### src/rtl/id_ex_stage.sv
// ID/EX pipeline register with operand forwarding and load-use detection.
// Captures decoded controls and forwarded operands once per cycle.
module id_ex_stage (
    input  logic        Clk,
    input  logic        Rst_n,
    input  logic        InValid,
    input  logic        Stall,
    input  logic        Flush,
    input  logic [4:0]  ReadRegister1,
    input  logic [4:0]  ReadRegister2,
    input  logic [31:0] ReadData1,
    input  logic [31:0] ReadData2,
    input  logic [4:0]  DestRegister,
    input  logic        RegWriteIn,
    input  logic        MemReadIn,
    input  logic        UseImm,
    input  logic [31:0] Imm,
    input  logic        ExMemRegWrite,
    input  logic        MemWbRegWrite,
    input  logic [4:0]  ExMemDest,
    input  logic [4:0]  MemWbDest,
    input  logic [31:0] ExMemResult,
    input  logic [31:0] MemWbResult,
    output logic        OutValid,
    output logic        OutRegWrite,
    output logic        OutMemRead,
    output logic [31:0] OperandA,
    output logic [31:0] OperandB,
    output logic [31:0] StoreData,
    output logic [4:0]  OutDest,
    output logic [1:0]  FwdSelA,
    output logic [1:0]  FwdSelB,
    output logic        HazardStall
);

    localparam logic [1:0] FWD_RF   = 2'd0;
    localparam logic [1:0] FWD_EXM  = 2'd1;
    localparam logic [1:0] FWD_MWB  = 2'd2;

    logic [1:0]  sel_a;
    logic [1:0]  sel_b;
    logic [31:0] fwd_a;
    logic [31:0] fwd_b;
    logic        exm_a;
    logic        exm_b;
    logic        mwb_a;
    logic        mwb_b;

    // Forward source selection: newest producer (ExMem) wins; x0 never forwards.
    always_comb begin
        exm_a = ExMemRegWrite && (ExMemDest == ReadRegister1)
                && (ReadRegister1 != 5'd0);
        exm_b = ExMemRegWrite && (ExMemDest == ReadRegister2)
                && (ReadRegister2 != 5'd0);
        mwb_a = MemWbRegWrite && (MemWbDest == ReadRegister1)
                && (ReadRegister1 != 5'd0);
        mwb_b = MemWbRegWrite && (MemWbDest == ReadRegister2)
                && (ReadRegister2 != 5'd0);
        sel_a = FWD_RF;
        fwd_a = ReadData1;
        sel_b = FWD_RF;
        fwd_b = ReadData2;
        if (exm_a) begin
            sel_a = FWD_EXM;
            fwd_a = ExMemResult;
        end else if (mwb_a) begin
            sel_a = FWD_MWB;
            fwd_a = MemWbResult;
        end
        if (exm_b) begin
            sel_b = FWD_EXM;
            fwd_b = ExMemResult;
        end else if (mwb_b) begin
            sel_b = FWD_MWB;
            fwd_b = MemWbResult;
        end
    end

    // Load-use hazard: a load in this stage feeds either source of decode.
    always_comb begin
        HazardStall = OutValid && OutMemRead && InValid
                      && (OutDest != 5'd0)
                      && ((OutDest == ReadRegister1)
                          || (OutDest == ReadRegister2));
    end

    // Pipeline register: flush beats stall beats bubble beats capture.
    always_ff @(posedge Clk or negedge Rst_n) begin
        if (!Rst_n) begin
            OutValid    <= 1'b0;
            OutRegWrite <= 1'b0;
            OutMemRead  <= 1'b0;
            OperandA    <= 32'd0;
            OperandB    <= 32'd0;
            StoreData   <= 32'd0;
            OutDest     <= 5'd0;
            FwdSelA     <= 2'd0;
            FwdSelB     <= 2'd0;
        end else if (Flush) begin
            OutValid    <= 1'b0;
            OutRegWrite <= 1'b0;
            OutMemRead  <= 1'b0;
            OperandA    <= 32'd0;
            OperandB    <= 32'd0;
            StoreData   <= 32'd0;
            OutDest     <= 5'd0;
            FwdSelA     <= 2'd0;
            FwdSelB     <= 2'd0;
        end else if (Stall) begin
            OutValid    <= OutValid;
        end else if (HazardStall) begin
            OutValid    <= 1'b0;
            OutRegWrite <= 1'b0;
            OutMemRead  <= 1'b0;
            OutDest     <= 5'd0;
        end else begin
            OutValid    <= InValid;
            OutRegWrite <= InValid && RegWriteIn;
            OutMemRead  <= InValid && MemReadIn;
            OperandA    <= fwd_a;
            OperandB    <= UseImm ? Imm : fwd_b;
            StoreData   <= fwd_b;
            OutDest     <= DestRegister;
            FwdSelA     <= sel_a;
            FwdSelB     <= sel_b;
        end
    end

endmodule

### config.mk
export PLATFORM = sky130hd
export DESIGN_NAME = id_ex_stage
export DESIGN_NICKNAME = d
export VERILOG_FILES = /design/src/rtl/id_ex_stage.sv
export SDC_FILE = /design/constraint.sdc
export NUM_CORES = 1
export LEC_CHECK = 0
export CAP_MARGIN = 20
export CORE_MARGIN = 8
export CORE_UTILIZATION = 30
export DETAILED_ROUTE_END_ITERATION = 10
export GPL_ROUTABILITY_DRIVEN = 0
export MAX_ROUTING_LAYER = met4
export PLACE_DENSITY = 0.7
export RECOVER_POWER = 100
export SLEW_MARGIN = 10
export SYNTH_ARGS = -nofsm -noshare
export SYNTH_HDL_FRONTEND = slang
export SYNTH_SLANG_ARGS = --single-unit
### constraint.sdc
create_clock -name Clk -period 1.9 [get_ports Clk]
set_input_delay 0.38 -clock Clk [delete_from_list [all_inputs] [get_ports Clk]]
set_output_delay 0.38 -clock Clk [all_outputs]
set_load 0.02 [all_outputs]
==> summary.md <==
| Metric | Value |
|---|---|
| Crit. End Element | `flop` |
| Largest net degree at the start of global routing | `48` |
| First-pass iteration count of the detailed router | `4` |
| Area delta synth->final | `73.1%` |
| Failing checks | `negative setup slack` |
| Synth Flop Type | `dfrtp_1` |
| Post-synthesis net count | `978` |
| Final setup vio count | `96` |
| WP buf/inv | `4` |
| Die width | `roughly 170 um` |
| Drc violations | `0` |
| Nets | `around 1300` |
| Power per Cell Area | `between 500 and 600 mW/mm^2` |
| Status | `complete, but fails checks` |
| I/O pins | `between 300 and 400` |
| Asr flop ratio synth | `100%` |
| Number of vias per cell | `roughly 5.5` |
| Worst-Skew Late Latency | `0.36 ns` |
| PortBufs | `between 300 and 400` |
| CTS Sinks | `108` |
| Rows | `56` |
| Layout fillers | `approximately 2100` |
| Crit path max fanout | `31` |
| Crit Path Category | `flop to flop` |
| Max cap viols | `0` |
| Worst Hold Depth | `3` |
| Clock transition at path regs | `0.09 ns` |
| Placed insts | `~1400` |
| Post-synthesis instance area | `between 0.007 and 0.008 mm^2` |
| Fraction of layout cells with a size suffix above 1 | `between 20% and 30%` |
| Hold path endpoint | `FwdSelB[0]` |
| Fin worst setup slack | `-0.135 ns` |
| Finished Layout Cells | `1464` |
| Vias in the first global route | `8145` |
| Initial Util | `approximately 30%` |
| Post-route cell area | `around 0.012 mm^2` |
| VDD IR max | `between 0.3 and 0.4 mV` |
| Area after DPL | `~0.011 mm^2` |
| Vias | `~8000` |
| #FFs+latches synth | `roughly 110` |
| Slew margin rel. | `47.7%` |
| Die height | `around 170 um` |
| Final HPWL DP | `25400 um` |
| Hold Vio Cnt, Final | `0` |
| First-pass GRT wire length | `49900 um` |
| CTS root buf | `clkbuf_16` |
| Commonest non-fill, non-tap cells in the layout | `274 x clkdlybuf4s50_1, 104 x dfrtp_1, 72 x o211ai_1` |
| Reg2reg start | `OutDest[2]` |
| Pre-CTS WS | `-0.874 ns` |
| Syn_area_per_cell | `between 9 and 10 um^2` |
| H-tree depth | `3` |
| CP startpoint kind | `flop` |
| Crit path time final | `approximately 2.0 ns` |
| CTS tree | `yes` |
| EDFF count, synth | `0` |
| FF-to-FF End | `OperandB[24]` |
| Min-delay worst type | `input pin to flop` |
| Routed Antenna Nets | `0` |
| Sequential share of the synthesized area | `38.3%` |
| Gr usage total | `between 20% and 30%` |
| Achievable Freq | `approximately 500 MHz` |
| CTS buffer count | `9` |
| Die area | `about 0.029 mm^2` |
| Fin. max-slew vios | `0` |
| Initial antenna violation count | `3` |
| Worst R2R Path Depth | `9` |
| Final cycle utilization of the critical path | `107%` |
| Hold Crit Start | `Flush` |
| Iter 0 DRT Violations | `roughly 660` |
| Crit path required time | `approximately 2.2 ns` |
| Post-synth cell types | `43` |
| Critical path arrival | `2.30 ns` |
| Leakage | `between 4 and 5 nW` |
| RSZ-0062 raised after global routing | `yes` |
| Synth Warn # | `0` |
| Drt wl/cell | `between 20 and 25 um` |
| Clk buf depth | `2` |
| Clk_skew | `0.0112 ns` |
| Gr ovfl total | `0` |
| CP peak stage delay | `roughly 0.48 ns` |
| Commonest non-fill, non-tap cell in the layout | `clkdlybuf4s50_1` |
| Core box area | `0.0233 mm^2` |
| Crit path max-delay family | `buffers and inverters` |
| Cells after synthesis | `783` |
| Setup slack, reg-to-reg | `-0.13 ns` |
| Crit-path cells | `buf_6, nor3_4, a21oi_2, buf_4, a21oi_4, buf_12, buf_16, nor2_1, a311oi_2` |
| Final wirelength | `35100 um` |
| Slew @ Worst Pin | `0.785 ns` |
| Worst path slowest cell | `dfrtp_2` |
-- final cells by class --
cell class	count	area [um^2]	area share (%)
antenna	3	7.51	0.0615
multi-input combinational	591	4340	35.5
timing repair buffer	424	4470	36.6
clock inverter	7	56.3	0.461
tap	319	399	3.27
clock buffer	9	225	1.84
sequential	108	2710	22.2
inverter	3	11.3	0.0922
-- cells in the mapped netlist, types with 4 or more instances --
cell type  count  area [um^2]
o22ai_1       18          113
o2bb2ai_1     17          149
nand3_1       71          355
nor2_1        40          150
a311oi_2      29          435
buf_2         35          175
o21ai_0       16         80.1
buf_1          4         15.0
a21oi_1       71          355
o211ai_2       8          100
xnor2_1       28          245
buf_4          8         60.1
nand3_2       29          290
o211ai_1      72          541
nand2_1       61          229
nand3b_1       5         37.5
dfrtp_1      108         2700
buf_6          6         67.6
clkbuf_1      28          105
o21ai_1       28          140
nand2b_1      67          419
-- registers in the layout, summed over array words and instances (netlist names) --
| register | count |
|---|---|
| OutMemRead | 1 |
| OutDest | 5 |
| FwdSelA | 2 |
| OperandB | 32 |
| OperandA | 32 |
| FwdSelB | 2 |
| OutRegWrite | 1 |
| OutValid | 1 |
| StoreData | 32 |
-- logic make-up (layout without fill, tap and decap cells) --
group	Yosys count	after routing	synth area share [%]
flops	108	108	38.3
xor+xnor	28	28	3.48
simple gates	286	286	22.5
mux	2	2	0.284
other cells	0	3	0
compound gates	275	275	29.3
buf+inv	84	443	6.15
-- stage by stage --
step	setup TNS [ns]	hold WS (ns)	utilization [%]	total power, W
after floorplan	-0.524	0.0844	-	0.00343
after global placement	-66.94	0.349	47.6	0.00464
after detailed placement	-71.38	0.353	47.6	0.00466
after CTS	-10.89	0.490	50.2	0.00668
after global routing	-15.78	0.510	52.5	0.00705
final	-6.95	0.513	52.5	0.00678
-- metal layers --
layer  global-route usage [%]  vias up  wire length (um)
met3                     6.75       63              3070
met5                        -        -                 0
li1                         -     3611                 -
met1                     28.0     3913             14500
met2                     37.3      428             16600
met4                     8.70        0               932
-- what timing repair did --
action | CTS | global route
buffers inserted | 11 | 8
endpoints found under the setup margin | 109 | 104
hold endpoints to repair | 20 | 0
hold buffers | 1 | 0
pin swaps | 15 | 18
gates resized for setup | 70 | 82
cloned | 3 | 7
-- worst register-to-register path, cell delays in order (launching register included) --
cell      delay [ns]
dfrtp_2         0.48
buf_6           0.15
nor3_4          0.17
a21oi_2         0.08
buf_4           0.14
a21oi_4         0.21
buf_12          0.20
buf_16          0.21
nor2_1          0.08
a311oi_2        0.23
-- worst max path at each step --
stage	from	end	slack [ns]	cells past startpoint
after floorplan	ReadRegister2[1]	OperandB[0]	-0.03	8
after global placement	ReadRegister1[4]	HazardStall	-0.84	8
after detailed placement	ReadRegister1[4]	HazardStall	-0.87	8
after CTS	OutDest[0]	HazardStall	-0.19	7
after global routing	OutDest[2]	OperandB[19]	-0.23	9
final	OutDest[2]	OperandB[24]	-0.13	9
-- power by group --
group	internal [W]	switching, W	total, W
clock	0.000918	0.00100	0.00192
sequential	0.00243	0.000105	0.00254
combinational	0.00119	0.00113	0.00232
Power figures use the tool's default switching activity.
